===== src/rtl/pool_row_pair_buffer_pkg.sv =====
// Shared constants and types for the max-pool row-pair feeder.
// MAX_NUM and SPOOL_1 mirror the values the rest of the accelerator uses.
package pool_row_pair_buffer_pkg;

  localparam int MAX_NUM = 15;
  localparam logic [3:0] SPOOL_1 = 4'd5;

  typedef enum logic [1:0] {
    FILL_A = 2'd0,
    FILL_B = 2'd1,
    HOLD   = 2'd2
  } fill_state_t;

  // Counter width that stays legal when the range collapses to a single value.
  function automatic int cnt_w(input int n);
    return (n > 1) ? $clog2(n) : 1;
  endfunction

endpackage


===== src/rtl/pool_row_pair_buffer_if.sv =====
// Pixel-in / row-pair-out handshake bundle between the conv stage, this buffer and the pool array.
interface pool_row_pair_buffer_if #(
  parameter int PIX_W = 16
);
  import pool_row_pair_buffer_pkg::*;

  logic [PIX_W-1:0]           pix_in;
  logic                       pix_valid;
  logic                       pix_ready;
  logic [MAX_NUM*4*PIX_W-1:0] fm_out;
  logic [MAX_NUM-1:0]         max_en;
  logic                       out_valid;
  logic                       out_ready;
  logic                       out_last;

  modport master (
    output pix_in, pix_valid, out_ready,
    input  pix_ready, fm_out, max_en, out_valid, out_last
  );

  modport slave (
    input  pix_in, pix_valid, out_ready,
    output pix_ready, fm_out, max_en, out_valid, out_last
  );

endinterface


===== src/rtl/pool_row_pair_buffer_row_reg.sv =====
// One feature-map row held as ROW_LEN pixel registers, written one pixel at a time.
module pool_row_reg #(
  parameter int PIX_W   = 16,
  parameter int ROW_LEN = 28,
  parameter int IDX_W   = 5
) (
  input  logic                     clk,
  input  logic                     rst,
  input  logic                     we,
  input  logic [IDX_W-1:0]         idx,
  input  logic [PIX_W-1:0]         din,
  output logic [ROW_LEN*PIX_W-1:0] row
);

  always_ff @(posedge clk) begin
    if (rst) begin
      row <= '0;
    end else if (we) begin
      row[idx*PIX_W +: PIX_W] <= din;
    end
  end

endmodule


===== src/rtl/pool_row_pair_buffer.sv =====
// Assembles two consecutive conv-output rows into the packed fm_out/max_en vector
// consumed by the 2x2 max-pool array; one row pair in flight at a time.
module pool_row_pair_buffer
  import pool_row_pair_buffer_pkg::*;
#(
  parameter int PIX_W    = 16,
  parameter int ROW_LEN  = 28,
  parameter int MAP_ROWS = 28
) (
  input  logic                   clk,
  input  logic                   rst,
  input  logic [3:0]             CS,
  pool_row_pair_buffer_if.slave  bus
);

  localparam int COL_W  = cnt_w(ROW_LEN);
  localparam int PAIR_W = cnt_w(MAP_ROWS / 2);
  localparam int ROW_W  = ROW_LEN * PIX_W;
  localparam int FM_W   = MAX_NUM * 4 * PIX_W;
  localparam logic [MAX_NUM-1:0] EN_MASK = MAX_NUM'((1 << (ROW_LEN / 2)) - 1);

  fill_state_t       state;
  logic [COL_W-1:0]  col;
  logic [PAIR_W-1:0] pair;
  logic [ROW_W-1:0]  row_a;
  logic [ROW_W-1:0]  row_b;
  logic              cs_on;
  logic              pix_acc;
  logic              pair_take;
  logic              row_end;
  logic              pair_end;

  assign cs_on         = (CS == SPOOL_1);
  assign bus.pix_ready = ((state == FILL_A) || (state == FILL_B)) && cs_on;
  assign pix_acc       = bus.pix_valid && bus.pix_ready;
  assign bus.out_valid = (state == HOLD);
  assign pair_take     = bus.out_valid && bus.out_ready;
  assign row_end       = (col == COL_W'(ROW_LEN - 1));
  assign pair_end      = (pair == PAIR_W'(MAP_ROWS / 2 - 1));

  // A pair can be taken even while CS is elsewhere; only pixel intake is gated by CS.
  always_ff @(posedge clk) begin
    if (rst) begin
      state <= FILL_A;
      col   <= '0;
      pair  <= '0;
    end else begin
      if (pix_acc) begin
        col <= row_end ? '0 : col + 1'b1;
        if (row_end) begin
          state <= (state == FILL_A) ? FILL_B : HOLD;
        end
      end
      if (pair_take) begin
        state <= FILL_A;
        pair  <= pair_end ? '0 : pair + 1'b1;
      end
    end
  end

  pool_row_reg #(.PIX_W(PIX_W), .ROW_LEN(ROW_LEN), .IDX_W(COL_W)) u_row_a (
    .clk (clk),
    .rst (rst),
    .we  (pix_acc && (state == FILL_A)),
    .idx (col),
    .din (bus.pix_in),
    .row (row_a)
  );

  pool_row_reg #(.PIX_W(PIX_W), .ROW_LEN(ROW_LEN), .IDX_W(COL_W)) u_row_b (
    .clk (clk),
    .rst (rst),
    .we  (pix_acc && (state == FILL_B)),
    .idx (col),
    .din (bus.pix_in),
    .row (row_b)
  );

  assign bus.fm_out   = {{(FM_W - 2 * ROW_W){1'b0}}, row_b, row_a};
  assign bus.max_en   = bus.out_valid ? EN_MASK : '0;
  assign bus.out_last = bus.out_valid && pair_end;

endmodule

===== src/flat_wrapper.sv =====
// flat-port wrapper written by rule: the top's interface ports become plain ports
module pool_row_pair_buffer_flat import pool_row_pair_buffer_pkg::*;
#(
  parameter int PIX_W    = 16,
  parameter int ROW_LEN  = 28,
  parameter int MAP_ROWS = 28
)
  (clk, rst, CS, bus_pix_in, bus_pix_valid, bus_out_ready, bus_pix_ready, bus_fm_out, bus_max_en, bus_out_valid, bus_out_last);
  pool_row_pair_buffer_if #(.PIX_W(PIX_W)) bus_i ();
  input  logic clk;
  input  logic rst;
  input  logic [3:0] CS;
  input wire logic [$bits(bus_i.pix_in)-1:0] bus_pix_in;
  input wire logic [$bits(bus_i.pix_valid)-1:0] bus_pix_valid;
  input wire logic [$bits(bus_i.out_ready)-1:0] bus_out_ready;
  output wire logic [$bits(bus_i.pix_ready)-1:0] bus_pix_ready;
  output wire logic [$bits(bus_i.fm_out)-1:0] bus_fm_out;
  output wire logic [$bits(bus_i.max_en)-1:0] bus_max_en;
  output wire logic [$bits(bus_i.out_valid)-1:0] bus_out_valid;
  output wire logic [$bits(bus_i.out_last)-1:0] bus_out_last;
  assign bus_i.pix_in = bus_pix_in;
  assign bus_i.pix_valid = bus_pix_valid;
  assign bus_i.out_ready = bus_out_ready;
  assign bus_pix_ready = bus_i.pix_ready;
  assign bus_fm_out = bus_i.fm_out;
  assign bus_max_en = bus_i.max_en;
  assign bus_out_valid = bus_i.out_valid;
  assign bus_out_last = bus_i.out_last;
  pool_row_pair_buffer #(.PIX_W(PIX_W), .ROW_LEN(ROW_LEN), .MAP_ROWS(MAP_ROWS)) u_core (.clk(clk), .rst(rst), .CS(CS), .bus(bus_i));
endmodule

===== config.mk =====
export PLATFORM = sky130hd
export DESIGN_NAME = pool_row_pair_buffer_flat
export DESIGN_NICKNAME = d
export VERILOG_FILES = /design/src/rtl/pool_row_pair_buffer_pkg.sv /design/src/rtl/pool_row_pair_buffer_if.sv /design/src/rtl/pool_row_pair_buffer_row_reg.sv /design/src/rtl/pool_row_pair_buffer.sv /design/src/flat_wrapper.sv
export SDC_FILE = /design/constraint.sdc
export NUM_CORES = 2
export LEC_CHECK = 0
export BUFFER_PORTS_ARGS = -buffer_cell sky130_fd_sc_hd__buf_2
export CORE_AREA = 3 3 384 386
export CTS_BUF_LIST = sky130_fd_sc_hd__clkbuf_4
export DETAILED_ROUTE_END_ITERATION = 6
export DIE_AREA = 0 0 387 389
export MAX_ROUTING_LAYER = met4
export PLACE_DENSITY = 0.49
export SETUP_SLACK_MARGIN = 0.1
export SYNTH_ARGS = -nofsm -noshare
export SYNTH_HDL_FRONTEND = slang
export SYNTH_SLANG_ARGS = --single-unit

===== constraint.sdc =====
create_clock -name clk -period 4.75 [get_ports clk]
set_input_delay 0.95 -clock clk [delete_from_list [all_inputs] [get_ports clk]]
set_output_delay 0.95 -clock clk [all_outputs]
set_load 0.01 [all_outputs]

==> results.json <==
{
  "outcome": "completed",
  "rows": 139,
  "syn_inst": 3549,
  "syn_avg_cell_area_um2": 10.57,
  "swShare": 0.2437,
  "htreeDepth": 5,
  "insertion_delay_ps": 1200,
  "dieArea_um2": 150500,
  "layout-drive-gt1-share": 0.3236,
  "die_h_um": 389,
  "finalCritPeriodShare": 0.8585,
  "synth-seq-cells": 907,
  "groute.layer.met2.usage": 0.3509,
  "crit_required_ps": 3800,
  "cts_buffers": 280,
  "path_delay_family": "simple AND/OR/NAND/NOR gates",
  "dr_total_vias": 29790,
  "grt_use_met1": 0.2459,
  "grt_util_met3": 0.07176,
  "top_usage_layer": "met2",
  "io_buffers": 936,
  "maxCapViolations": 0,
  "routed_via_density": 4.471,
  "fin_worst_skew_ps": 94.80,
  "final.min_clock_period_ps": 4078,
  "grt_start_max_net_pins": 270,
  "clock-root-buffer": "clkbuf_4",
  "crit_fanout": 18,
  "worst_pin_slew_ps": 1362,
  "maxSlewViolCount": 0,
  "yosysMostFrequentCell": "dfxtp_1",
  "drt-initial-drc-count": 1460,
  "gr-total-overflow": 0,
  "fill_cells": 15160,
  "hold_path.class": "in -> reg",
  "sequentialPowerShare": 0.494,
  "reg2reg_from": "u_core.col[0]",
  "clock_sinks": 907,
  "fmax_mhz": 245.2,
  "post_drt_wl_per_cell_um": 24.35,
  "cts_tree": "done",
  "postLayoutCellArea_um2": 47460,
  "ctsLongestPathBuffers": 4,
  "syn_area_um2": 37530,
  "routed_wl_um": 162200,
  "initial_core_util": 0.2609,
  "yosysUniqueCellTypes": 60,
  "arrival_ps": 3130,
  "die-width_um": 387,
  "ys.flop_type": "dfxtp_1",
  "power_frac_comb": 0.028,
  "place_area_um2": 44180,
  "hp-start": "bus_pix_valid",
  "gp_congestion": 0.7969,
  "ir_drop_mv": 0.2192,
  "r2r_slack_ps": 940,
  "post-cts-setup-buffer-count": 0,
  "core_um2": 143800,
  "crit_path_cell_trace": "nor2b_1, nand2_1, nor3_1, buf_2",
  "firstDrtPassIters": 5,
  "cp-end-kind": "output port",
  "finalSetupViolations": 0,
  "hold_depth": 4,
  "max-slew-margin-rel": 0.08389,
  "synth-edff-count": 0,
  "hold_slack_ps": 178.0,
  "clk_pin_slew_ps": 60,
  "yosys-top-cells-area": "dfxtp_1 48%, mux2i_1 23%, nand2b_1 15%, buf_4 2.2%, clkbuf_1 1.8%",
  "max_stage_delay_ps": 930,
  "yosys_warnings": 0,
  "p_sw_mw": 3.750,
  "holdPathEnd": "u_core.col[3]",
  "post-dp-hpwl_um": 115700,
  "reg2reg_depth": 8,
  "p_int_mw": 11.64,
  "finalNetCount": 4624,
  "yosys.area.top_type": "dfxtp_1",
  "synth.yosys.seq_area_share": 0.4838,
  "worst-path-buf-inv": 1,
  "antenna_found_initial": 13,
  "synthArstFlopShare": 0,
  "fin_util": 0.3300,
  "pwr-share-clk": 0.477,
  "postRouteAntennaNets": 0,
  "p_per_area_nw_per_um2": 324.2,
  "hold_violations": 0,
  "netlist_top_cells_count": "907 x dfxtp_1, 881 x mux2i_1, 881 x nand2b_1",
  "cp-start-kind": "register",
  "rsz0062_at_grt": "false",
  "synth_top_area_share": 0.4838,
  "areaGrowthSynthToFinish_pct": 26.47,
  "path_class": "reg -> out",
  "r2r_end": "u_core.u_row_a.row[433]",
  "grt_usage": 0.2128,
  "grt_pass1_wl_um": 226000,
  "ios": 1002,
  "grt_pass1_vias": 30050,
  "slowest_stage": "nor2b_1",
  "finalSetupTns_ps": 0,
  "drc": 0,
  "leakagePower_nw": 23.68
}
==> cell usage in the layout, fill, tap and decap left out, drive strengths merged, types with 2 or more instances in the layout <==
cell	count
buf	1047
dfxtp	907
mux2i	881
nand2b	881
clkbuf	388
nand2	128
nand3	126
conb	65
nand4	63
clkinv	31
a21oi	22
nor2	21
nor2b	20
nor3	19
diode	18
o21ai	17
nand4b	16
nand3b	14
inv	12
dlygate4sd3	9
and4	8
nor4	8
and3	6
nor4b	6
o31ai	4
xnor2	4
ha	3
bufinv	3
and2	3
xor2	3
and3b	2
o31a	2
or2	2
a211oi	2
or3	2
a31oi	2
==> final cells by class <==
cell class	instances	area (um^2)	share of cell area
antenna	18	45.04	0.0009491
timing repair buffer	1056	5693	0.1200
inverter	8	30.03	0.0006327
clock buffer	388	2913	0.06137
clock inverter	38	229.0	0.004824
tap	1903	2381	0.05017
sequential	907	18160	0.3826
multi-input combinational	2344	18010	0.3795
==> registers in the layout, summed over array words and instances, names as in the netlist <==
| register | count |
|---|---|
| u_core.state | 2 |
| u_core.pair | 4 |
| u_core.u_row_b.row | 448 |
| u_core.col | 5 |
| u_core.u_row_a.row | 448 |
==> cell families (layout without fill, tap and decap cells) <==
logic type | Yosys count | in the layout | synth area share
other | 1 | 83 | 0.00009992
AOI/OAI and AO/OA | 57 | 57 | 0.009002
buffers and inverters | 362 | 1490 | 0.05061
muxes | 882 | 882 | 0.2353
DFF | 907 | 907 | 0.4838
xor gates and xnor gates | 7 | 7 | 0.001634
adders and majority gates | 3 | 3 | 0.001000
and+or+nand+nor | 1330 | 1330 | 0.2185
==> through the flow <==
stage	power (mW)	cells	setup slack [ps]
global route	16.10	6657	183.6
CTS	15.67	6644	503.4
global placement	8.213	6209	1068
finish	15.39	6662	671.9
floorplan	8.082	3613	1776
detailed placement	8.212	6209	962.5
==> power by group through the flow <==
stage / sequential (mW) / combinational [mW] / clock [mW]
6_report: 7.61 / 0.434 / 7.34
5_1_grt: 7.60 / 0.459 / 8.04
4_1_cts: 7.61 / 0.442 / 7.62
3_5_place_dp: 7.78 / 0.433 / 0
3_3_place_gp: 7.78 / 0.435 / 0
2_1_floorplan: 7.78 / 0.304 / 0
==> worst min-delay path: cells and delay by family <==
family / cells / cell delay (ps)
xor gates and xnor gates: 1 / 60
buffers and inverters: 1 / 130
and+or+nand+nor: 2 / 170
==> routing by layer <==
metal / up-vias / part of all wire
met3: 193 / 0.077
met4: 0 / 0.022
li1: 14060 / -
met2: 1033 / 0.48
met1: 14500 / 0.42
met5: - / 0
==> worst max path at each step <==
stage                     from                 endpoint  slack [ps]  depth (start not counted)
3_3_place_gp     u_core.col[0]  u_core.u_row_a.row[440]        1070                          8
5_1_grt        u_core.state[1]             bus_out_last         180                          4
2_1_floorplan    u_core.col[0]  u_core.u_row_b.row[111]        1780                         12
6_report       u_core.state[1]             bus_out_last         670                          4
3_5_place_dp     u_core.col[0]  u_core.u_row_a.row[433]         960                          8
4_1_cts        u_core.state[1]             bus_out_last         500                          4
==> repair_timing <==
action,CTS,global route
gates resized for setup,0,0
endpoints found under the hold margin,16,0
hold buffers,9,0
(Power assumes the default switching activity.)
